<file path="config.mk">
export PLATFORM = sky130hd
export DESIGN_NAME = datapath_sequencer
export DESIGN_NICKNAME = d
export VERILOG_FILES = /design/src/rtl/datapath_sequencer.sv
export SDC_FILE = /design/constraint.sdc
export NUM_CORES = 1
export LEC_CHECK = 0
export BUFFER_PORTS_ARGS = -buffer_cell sky130_fd_sc_hd__buf_2
export CORE_MARGIN = 2
export CORE_UTILIZATION = 48
export CTS_BUF_LIST = sky130_fd_sc_hd__clkbuf_4
export DETAILED_ROUTE_END_ITERATION = 16
export PLACE_DENSITY = 0.87
export SLEW_MARGIN = 25
export SYNTH_ARGS = -nofsm -noshare
export SYNTH_HDL_FRONTEND = slang
export SYNTH_SLANG_ARGS = --single-unit
</file>
<file path="constraint.sdc">
create_clock -name clock -period 1.6 [get_ports clock]
set_input_delay 0.24 -clock clock [delete_from_list [all_inputs] [get_ports clock]]
set_output_delay 0.24 -clock clock [all_outputs]
set_load 0.02 [all_outputs]
</file>
<file path="src/rtl/datapath_sequencer.sv">
// datapath_sequencer: fetch/latch/execute control FSM driving one-hot bus strobes for the datapath.
// Optional DATAPATH_SEQ_SINGLE_STEP_EN adds a step input that runs one instruction per step pulse.
module datapath_sequencer #(
    parameter int NREG  = 8,
    parameter int A_BIT = 8,
    parameter int G_BIT = 9
) (
    input  logic        clock,
    input  logic        reset,
    input  logic        run,
`ifdef DATAPATH_SEQ_SINGLE_STEP_EN
    input  logic        step,
`endif
    input  logic [7:0]  instruction,
    output logic [15:0] rout,
    output logic [15:0] ren,
    output logic        addxor,
    output logic        increment,
    output logic        busy,
    output logic        halted
);
    typedef enum logic [2:0] {IDLE, FETCH, LATCH, EXEC1, EXEC2, EXEC3, HALT} state_t;
    state_t state;
    logic [7:0] ir;
    logic [$clog2(NREG)-1:0] in_rx, in_ry, ir_rx, ir_ry;
    logic start, cont, alu_ir, halt_ir, fin;
`ifdef DATAPATH_SEQ_SINGLE_STEP_EN
    assign start = run & step;
    assign cont  = 1'b0;
`else
    assign start = run;
    assign cont  = run;
`endif
    assign in_rx   = instruction[5:3];
    assign in_ry   = instruction[2:0];
    assign ir_rx   = ir[5:3];
    assign ir_ry   = ir[2:0];
    assign alu_ir  = ir[7] ^ ir[6];
    assign halt_ir = &{ir[7:6], ir[2:0]};
    assign fin     = state == EXEC3 || (state == EXEC1 && !alu_ir && !halt_ir);

    function automatic logic [15:0] one_hot(input logic [3:0] i);
        return 16'b1 << i;
    endfunction

    // Outputs are computed for the state being entered, so they are valid during that state.
    always_ff @(posedge clock) begin
        if (reset) begin
            state     <= IDLE;
            ir        <= '0;
            rout      <= '0;
            ren       <= '0;
            addxor    <= 1'b0;
            increment <= 1'b0;
            busy      <= 1'b0;
            halted    <= 1'b0;
        end else begin
            rout      <= '0;
            ren       <= '0;
            addxor    <= 1'b0;
            increment <= 1'b0;
            if (fin) begin
                state     <= cont ? FETCH : IDLE;
                increment <= cont;
                busy      <= cont;
            end else begin
                case (state)
                    IDLE: if (start) begin
                        state     <= FETCH;
                        increment <= 1'b1;
                        busy      <= 1'b1;
                    end
                    FETCH: state <= LATCH;
                    LATCH: begin
                        ir    <= instruction;
                        state <= EXEC1;
                        if (instruction[7:6] == 2'b00) begin
                            rout <= one_hot(4'(in_ry));
                            ren  <= one_hot(4'(in_rx));
                        end else if (instruction[7] ^ instruction[6]) begin
                            rout <= one_hot(4'(in_rx));
                            ren  <= one_hot(4'(A_BIT));
                        end
                    end
                    EXEC1: if (alu_ir) begin
                        state  <= EXEC2;
                        rout   <= one_hot(4'(ir_ry));
                        ren    <= one_hot(4'(G_BIT));
                        addxor <= ir[7];
                    end else begin
                        state  <= HALT;
                        busy   <= 1'b0;
                        halted <= 1'b1;
                    end
                    EXEC2: begin
                        state <= EXEC3;
                        rout  <= one_hot(4'(G_BIT));
                        ren   <= one_hot(4'(ir_rx));
                    end
                    HALT: state <= HALT;
                    default: begin
                        state <= IDLE;
                        busy  <= 1'b0;
                    end
                endcase
            end
        end
    end
endmodule

</file>
# == Word-level counts from Yosys, hierarchy flattened ==
# Cells that the tools add are included.
# W data, S select, Z words.
# op_classes
shift,4
reduce_logical,14
muxes,20
n_bitwise,5
n_eq_ne,9
# op_table
op,count
$pmux W16 S3,2
$mux W16,4
$shl A1 B3 Y16 const A,4
$pmux W3 S6,1
$mux W10,1
$eq A3 B3 Y1 const B,3
$mux W9,1
$reduce_or A4 Y1,2
$mux W1,7
$eq A3 B2 Y1 const B,2
$mux W3,2
$ne A3 B3 Y1 const B,2
$reduce_and A3 Y1,2
$reduce_and A5 Y1,1
$eq A3 B1 Y1 const B,1
$logic_not A3 Y1,1
$not A1 Y1,3
$pmux W1 S3,1
$logic_and A1 B1 Y1,2
$logic_not A1 Y1,2
$logic_not A2 Y1,1
$mux W2,1
$ne A2 B1 Y1 const B,1
$reduce_and A2 Y1,1
3 further kinds,4
# totals
input_bits,11
reg_bits,47
out_inout_bits,36
wordCells,60

# == Depth between registers and ports, before layout ==
# Gate-level depths: netlist of run 1.
# depth
ltp_word,7
depth_mapped,6
mapped_depth_nobuf,6

# == Worst setup path before layout of run 1 ==
# OpenSTA, ideal clock, no wires.
# synth_path
path_type,register -> register
from,reg state[2]
to,reg rout[2]
n_path_buf,1
t_arrival_ns,1.442
stages_incl_launch_ff,6
required_time_ns,1.540
period_less_slack_ns,1.501
setup_ns,0.060
path_slack_ns,0.099
cell_sequence,dfxtp_1 -> or4b_1 -> buf_2 -> nor4b_4 -> a22oi_1 -> nand2_1
# synth_between
elab_chain_cells,5
elab_cells_between_ends,9
classes_between,eq/ne: 4; mux: 1; reduce/logical: 4
# synth_rtl
item,line,source
start: declaration,23,state_t state;
start signal: assignment,63,state <= cont ? FETCH : IDLE;
$eq A3 B2 Y1,"40, 67",
$logic_and A1 B1 Y1 (2 in series),40,assign fin = state == EXEC3 || (state == EXEC1 && !alu_ir && !halt_ir);
$logic_or A1 B1 Y1,40,
$reduce_or A2 Y1 (no source line),-,
end signal: assignment,78,rout <= one_hot(4'(in_ry));
end signal: assignment,81,rout <= one_hot(4'(in_rx));
end signal: assignment,87,rout <= one_hot(4'(ir_ry));
end: declaration,15,"output logic [15:0] rout,"
# Parallel ways exist; a longest one is shown, timed or not.
# A chain may end at the register's enable or synchronous reset.

# == Final worst setup path of run 1 ==
# layout_path
from,reg state[2]
to,reg rout[3]
# Same word-level chain as after synthesis.

==> results of run 1 <==
[logic make-up (layout without fill, tap and decap cells)]
logic type,Yosys count,count (layout),share of synthesized area [%]
xor+xnor,2,2,1.09
simple gates,79,79,26.5
compound gates,34,34,14.3
flops,34,34,42.2
mux,7,7,4.34
fa+ha+maj,1,1,0.776
other cells,1,13,0.233
buf+inv,31,61,10.6
[worst min path at each step]
| stage | from | endpoint | slack, ns | cells after the start |
|---|---|---|---|---|
| floorplan | instruction[1] | rout[2] | 0.36 | 2 |
| global placement | halted | halted | 0.47 | 2 |
| detailed placement | halted | halted | 0.49 | 2 |
| CTS | instruction[7] | ir[7] | 0.15 | 3 |
| global route | instruction[7] | ir[7] | 0.18 | 3 |
| finish | instruction[6] | ir[6] | 0.15 | 3 |
[flip-flops by register name, summed over array words and instances (netlist names)]
| register | flops |
|---|---|
| rout | 9 |
| ir | 8 |
| increment | 1 |
| busy | 1 |
| state | 3 |
| halted | 1 |
| ren | 10 |
| addxor | 1 |
[power groups by stage]
stage,Combinational (uW),Sequential [uW],Clock (uW)
floorplan,221,932,0
global placement,293,925,0
detailed placement,297,926,0
CTS,301,907,799
global route,344,914,833
finish,316,908,794
[routing by layer]
| layer | vias up | track usage, % | share of wire [%] |
|---|---|---|---|
| met2 | 69 | 31.4 | 49 |
| met3 | 4 | 6.21 | 7.8 |
| met5 | - | 0 | 0 |
| li1 | 719 | - | - |
| met1 | 675 | 23.1 | 42 |
| met4 | 0 | 9.73 | 1.0 |
[final cells by class]
class	instances	area, um^2	share of cell area (%)
clock buffers	5	37.5	1.90
inverters	7	26.3	1.33
clock inverters	3	68.8	3.49
well taps	46	57.6	2.92
multi-input cells	136	838	42.5
repair buffers	46	263	13.3
flip-flops and latches	34	682	34.6
[worst max-delay path, cell delays in order, from the launching register on]
cell and delay [ns]:
dfxtp_2 0.33, or4b_4 0.55, nor4b_4 0.38, nand3_1 0.12, nand3_1 0.09
[cell usage in the layout, fill, tap and decap left out, types with 6 or more instances in the layout]
master and n:
dfxtp_1 33, buf_2 33, nor2_1 26, conb_1 13, buf_4 13, nand3_1 10
nand2_1 9, inv_1 7, nor2b_1 7, o21ai_0 7, mux2i_1 7, a22oi_1 6
[through the flow]
step | std cells | total power [uW]
6_report | 277 | 2020
5_1_grt | 277 | 2090
4_1_cts | 277 | 2010
3_5_place_dp | 269 | 1220
3_3_place_gp | 269 | 1220
2_1_floorplan | 201 | 1150
==> impl_results.md, run 1 <==
* Ys flop type: dfxtp_1
* Drt first pass iters at 4
* Worst setup path end: rout[3]
* All-Layer GR Usage at 19.4%
* Initial core utilization at 49.1%
* Setup-failing EPs final at 0
* Port Buffers at 33
* YS warnings at 0
* Peak VDD IR at 0.487 mV
* Worst R2R Setup Slack at 0.09 ns
* Clock latency at the later pin of the worst-skew pair at 0.35 ns
* Max clock buf depth at 2
* Post-Synthesis Cell Area at 1610 um^2
* Post-synth top area cell: dfxtp_1
* Clock-pin slew on the worst setup and hold paths at 0.11 ns
* Final Hold Fails at 0
* First-pass GRT wire length at 5.42 mm
* Fraction of registers with async set/reset at 0%
* Synth Area per Inst at 8.53 um^2
* Area contributors post-synth: dfxtp_1, nor2_1, buf_4, mux2i_1, nand3_1
* Die X-Extent at 62.0 um
* HPWL after detailed placement at 2.46 mm
* Switching share of power at 26.1%
* Fraction of layout cells with a size suffix above 1 at 26.4%
* Resized cells post-CTS at 0
* Post-synthesis cell count at 189
* Ant. Diodes at 0
* CTS tree: done
* # rows at 21
* Worst r2r path cells at 4
* Logic gate share of total power at 15.7%
* Crit. Startpoint: state[2]
* Die Area at 3840 um^2
* RR Startpoint: state[2]
* Routed WL at 3.49 mm
* Synthesis-to-finish area growth at 22.3%
* Grt ovf at 0
* Detail Route Antenna Nets at 0
* Post-synth EDFFs at 0
* Dpl ws at 0.0340 ns
* Flop pwr share at 45.0%
* Crit path kind: register to register
* Sink Count at 34
* Drt wl/cell at 12.6 um
* Fin crit period at 1.51 ns
* Register area share after synthesis at 42.2%
* Max-cap violations at 0
* Arrival time at the worst endpoint at 1.81 ns
* Vias at 1467
* Final period util at 94.7%
* Fmax at 0.660 GHz
* Crit start category: register
* P per Cell Area at 1020 nW/um^2
* Nets at 242
* Total CTS buffers at 5
* Setup slack after layout at 0.0855 ns
* Vias per inst at 5.30
* Static leakage at 0.000893 uW
* Fillers at 275
* Post-layout util at 60.1%
* Post-synth top area share at 42.2%
* Largest net degree at the start of global routing at 25
* H-Tree Depth at 2
* Vias in the first global route at 1271
* Worst Skew at 0.00682 ns
* Status: completed
* Synth Register Bits at 34
* CP Capture Type: register
* Die Height at 62.0 um
* Worst path required time at 1.90 ns
* Unique masters post-synth at 40
* Cell Int Power at 1490 uW
* Io pins at 47
* Count leader, synth: dfxtp_1
* Reg2reg end: rout[3]
* Area after DPL at 1830 um^2
* Synth cell count leaders: dfxtp_1, nor2_1, buf_4
* Fin area at 1970 um^2
* NetSw at 526 uW
* RSZ-0062 raised after global routing: true
* Post-CTS Setup Repair Bufs at 0
* Setup TNS at 0 ns
* Clock power frac at 39.3%
* Slew Limit Fails at 0
* Remaining DRCs at 0
* Max FO, Critical Path at 4
* Minimum hold slack at 0.153 ns
* Clk root buf: clkbuf_4
* Core Box Area at 3280 um^2
* Initial antenna violation count at 0
* Initial DRC count at 109
* Min-Delay Path Class: primary input to register
* Hold_buf cts at 0
* GP Congestion at 0.980
Note: power is estimated with default switching activity, not from simulation.
==> inputs of run 2 (changes only) <==
--- a/config.mk
+++ b/config.mk
@@ -7,10 +7,10 @@
 export LEC_CHECK = 0
 export BUFFER_PORTS_ARGS = -buffer_cell sky130_fd_sc_hd__buf_2
 export CORE_MARGIN = 2
-export CORE_UTILIZATION = 48
+export CORE_UTILIZATION = 53
 export CTS_BUF_LIST = sky130_fd_sc_hd__clkbuf_4
 export DETAILED_ROUTE_END_ITERATION = 16
-export PLACE_DENSITY = 0.87
+export PLACE_DENSITY = 0.9
 export SLEW_MARGIN = 25
 export SYNTH_ARGS = -nofsm -noshare
 export SYNTH_HDL_FRONTEND = slang
==> constraint.sdc (replaced) <==
create_clock -name clock -period 1.4 [get_ports clock]
set_input_delay 0.21 -clock clock [delete_from_list [all_inputs] [get_ports clock]]
set_output_delay 0.21 -clock clock [all_outputs]
set_load 0.02 [all_outputs]
==> run 2 against run 1 <==
- the run now ends with setup timing left
- power increased by 7.3%
- clock-buffer cell count is the same
- core utilization up 8.1 points
- clock power fell by 9.8%
- largest cell class unchanged
- clock skew is 0.00065 ns lower
==> impl_results.md, run 2 (synthesis gave the netlist of run 1 again) <==
* Grt ovf at 0 (unchanged)
* Worst Skew at 0.00617 ns (was 0.00682 ns)
* Vias at 1552 (was 1467)
* Drt wl/cell at 14.6 um (was 12.6 um)
* Arrival time at the worst endpoint at 1.80 ns (was 1.81 ns)
* Peak VDD IR at 0.620 mV (was 0.487 mV)
* # rows at 20 (was 21)
* Routed WL at 3.93 mm (was 3.49 mm)
* Min-Delay Path Class: primary input to register (unchanged)
* Synthesis-to-finish area growth at 25.8% (was 22.3%)
* Largest net degree at the start of global routing at 29 (was 25)
* Slew Limit Fails at 0 (unchanged)
* Max-cap violations at 0 (unchanged)
* Io pins at 47 (unchanged)
* Worst path top cell family by delay: simple AND/OR/NAND/NOR gates (unchanged)
* NetSw at 625 uW (was 526 uW)
* Static leakage at 0.000917 uW (was 0.000893 uW)
* Failing checks: setup timing
* Fin crit period at 1.51 ns (about the same)
* Final period util at 108% (was 94.7%)
* HPWL after detailed placement at 2.59 mm (was 2.46 mm)
* Max reg flops at 10 (unchanged)
* All-Layer GR Usage at 23.6% (was 19.4%)
* H-Tree Depth at 2 (unchanged)
* Vias per inst at 5.77 (was 5.30)
* Detail Route Antenna Nets at 0 (unchanged)
* Drt first pass iters at 4 (unchanged)
* Initial DRC count at 104 (was 109)
* P per Cell Area at 1070 nW/um^2 (was 1020 nW/um^2)
* Ant. Diodes at 0 (unchanged)
* Nets at 247 (was 242)
* Initial antenna violation count at 0 (unchanged)
* First-pass GRT wire length at 6.04 mm (was 5.42 mm)
* Port Buffers at 33 (unchanged)
* Reg with most FFs: ren (unchanged)
* Max FO, Critical Path at 5 (was 4)
* Clock power frac at 33.0% (was 39.3%)
* Sink Count at 34 (unchanged)
* Setup TNS at -0.514 ns (was 0 ns)
* Total CTS buffers at 5 (unchanged)
* Clock latency at the later pin of the worst-skew pair at 0.36 ns (was 0.35 ns)
* Logic gate share of total power at 18.9% (was 15.7%)
* CTS tree: done (unchanged)
* Commonest non-fill, non-tap cell in the layout: buf_2
* Worst path required time at 1.69 ns (was 1.90 ns)
* Crit start category: register (unchanged)
* Post-CTS Setup Repair Bufs at 0 (unchanged)
* Crit path kind: register to register (unchanged)
* Fmax at 0.661 GHz (was 0.660 GHz)
* Most frequent cells in the layout: buf_2, dfxtp_1, nor2_1 (was dfxtp_1, buf_2, nor2_1)
* Fraction of layout cells with a size suffix above 1 at 34.3% (was 26.4%)
* Status: finished with violations (was completed)
* Total power at 2170 uW (was 2020 uW)
* Critical-path top delay cell: or4b_4 (unchanged)
* Die Area at 3500 um^2 (was 3840 um^2)
* Max clock buf depth at 2 (unchanged)
* Setup-failing EPs final at 7 (was 0)
* Final Hold Fails at 0 (unchanged)
* Vias in the first global route at 1320 (was 1271)
* Die Height at 59.2 um (was 62.0 um)
* RSZ-0062 raised after global routing: true (unchanged)
* Remaining DRCs at 0 (unchanged)
* GP Congestion at 0.928 (was 0.980)
* Flop pwr share at 48.1% (was 45.0%)
* Worst R2R Setup Slack at -0.11 ns (was 0.09 ns)
* Switching share of power at 28.9% (was 26.1%)
* Die X-Extent at 59.2 um (was 62.0 um)
* Minimum hold slack at 0.122 ns (was 0.153 ns)
* CP Capture Type: register (unchanged)
* Clk root buf: clkbuf_4 (unchanged)
* Core Box Area at 2980 um^2 (was 3280 um^2)
* Regs by FF count: ren: 10 flops, rout: 9 flops, ir: 8 flops (unchanged)
* Critical path cell sequence: or4b_4, buf_4, nor4_2, a31oi_1, o21ai_0 (was or4b_4, nor4b_4, nand3_1, nand3_1)
* Clock-pin slew on the worst setup and hold paths at 0.10 ns (was 0.11 ns)
* Initial core utilization at 54.2% (was 49.1%)
* Worst path max stage delay at 0.54 ns (was 0.55 ns)
* Cell Int Power at 1540 uW (was 1490 uW)
* Setup slack after layout at -0.112 ns (was 0.0855 ns)
* Crit path buf inv count at 1 (was 0)
[run 2: cell types whose count changed in the layout (fill, tap and decap cells not counted), sizes merged]
| cell | change |
|---|---|
| bufinv | -1 |
| clkinv | +1 |
| buf | +5 |
[run 2: area by class of cell]
cell class / count / area [um^2]
multi-input combinational: 136 / 893
tap: 33 / 41.3
inverter: 7 / 26.3
fill: 223 / 948
sequential: 34 / 686
timing repair buffer: 51 / 305
clock buffer: 5 / 37.5
clock inverter: 3 / 40.0
[run 2: metal layers]
layer / GRT usage, % / vias up / wire (um) / part of all wire [%]
li1: - / 728 / - / -
met1: 27.3 / 740 / 1600 / 41
met2: 39.4 / 71 / 1930 / 49
met3: 5.46 / 13 / 270 / 6.9
met4: 14.3 / 0 / 128 / 3.3
met5: 0 / - / 0 / 0
[run 2: stage by stage]
stage / area, um^2 / worst slack [ns] / util [%] / std cells
finish: 2030 / -0.112 / 68.2 / 269
global route: 2030 / -0.179 / 68.2 / 269
CTS: 1980 / -0.108 / 66.6 / 269
detailed placement: 1850 / -0.148 / 62.1 / 260
global placement: 1850 / -0.0907 / 62.1 / 260
floorplan: 1660 / -0.101 / - / 201
[run 2: tightest hold or removal path: stages]
cell and delay (ns):
buf_2 0.10, mux2i_1 0.07, nor2_1 0.07
[run 2: final timing paths]
check,start,end,cells after the start
worst max-delay path,state[0],rout[5],5
worst min-delay path,instruction[7],ir[7],3
worst max register to register,state[0],rout[5],5
worst min register to register,halted,halted,2
[run 2: power groups by stage]
| stage | logic [uW] | registers [uW] | clock network (uW) |
|---|---|---|---|
| floorplan | 255 | 1070 | 0 |
| global placement | 347 | 1060 | 0 |
| detailed placement | 354 | 1060 | 0 |
| CTS | 380 | 1040 | 718 |
| global route | 441 | 1050 | 769 |
| finish | 409 | 1040 | 716 |
[run 2: what timing repair did]
item                       in CTS  in global routing
setup endpoints to repair      19                 25
pin swaps                       7                  6
resized for setup              11                 17
hold buffers                    0                  0
gates cloned                    1                  0
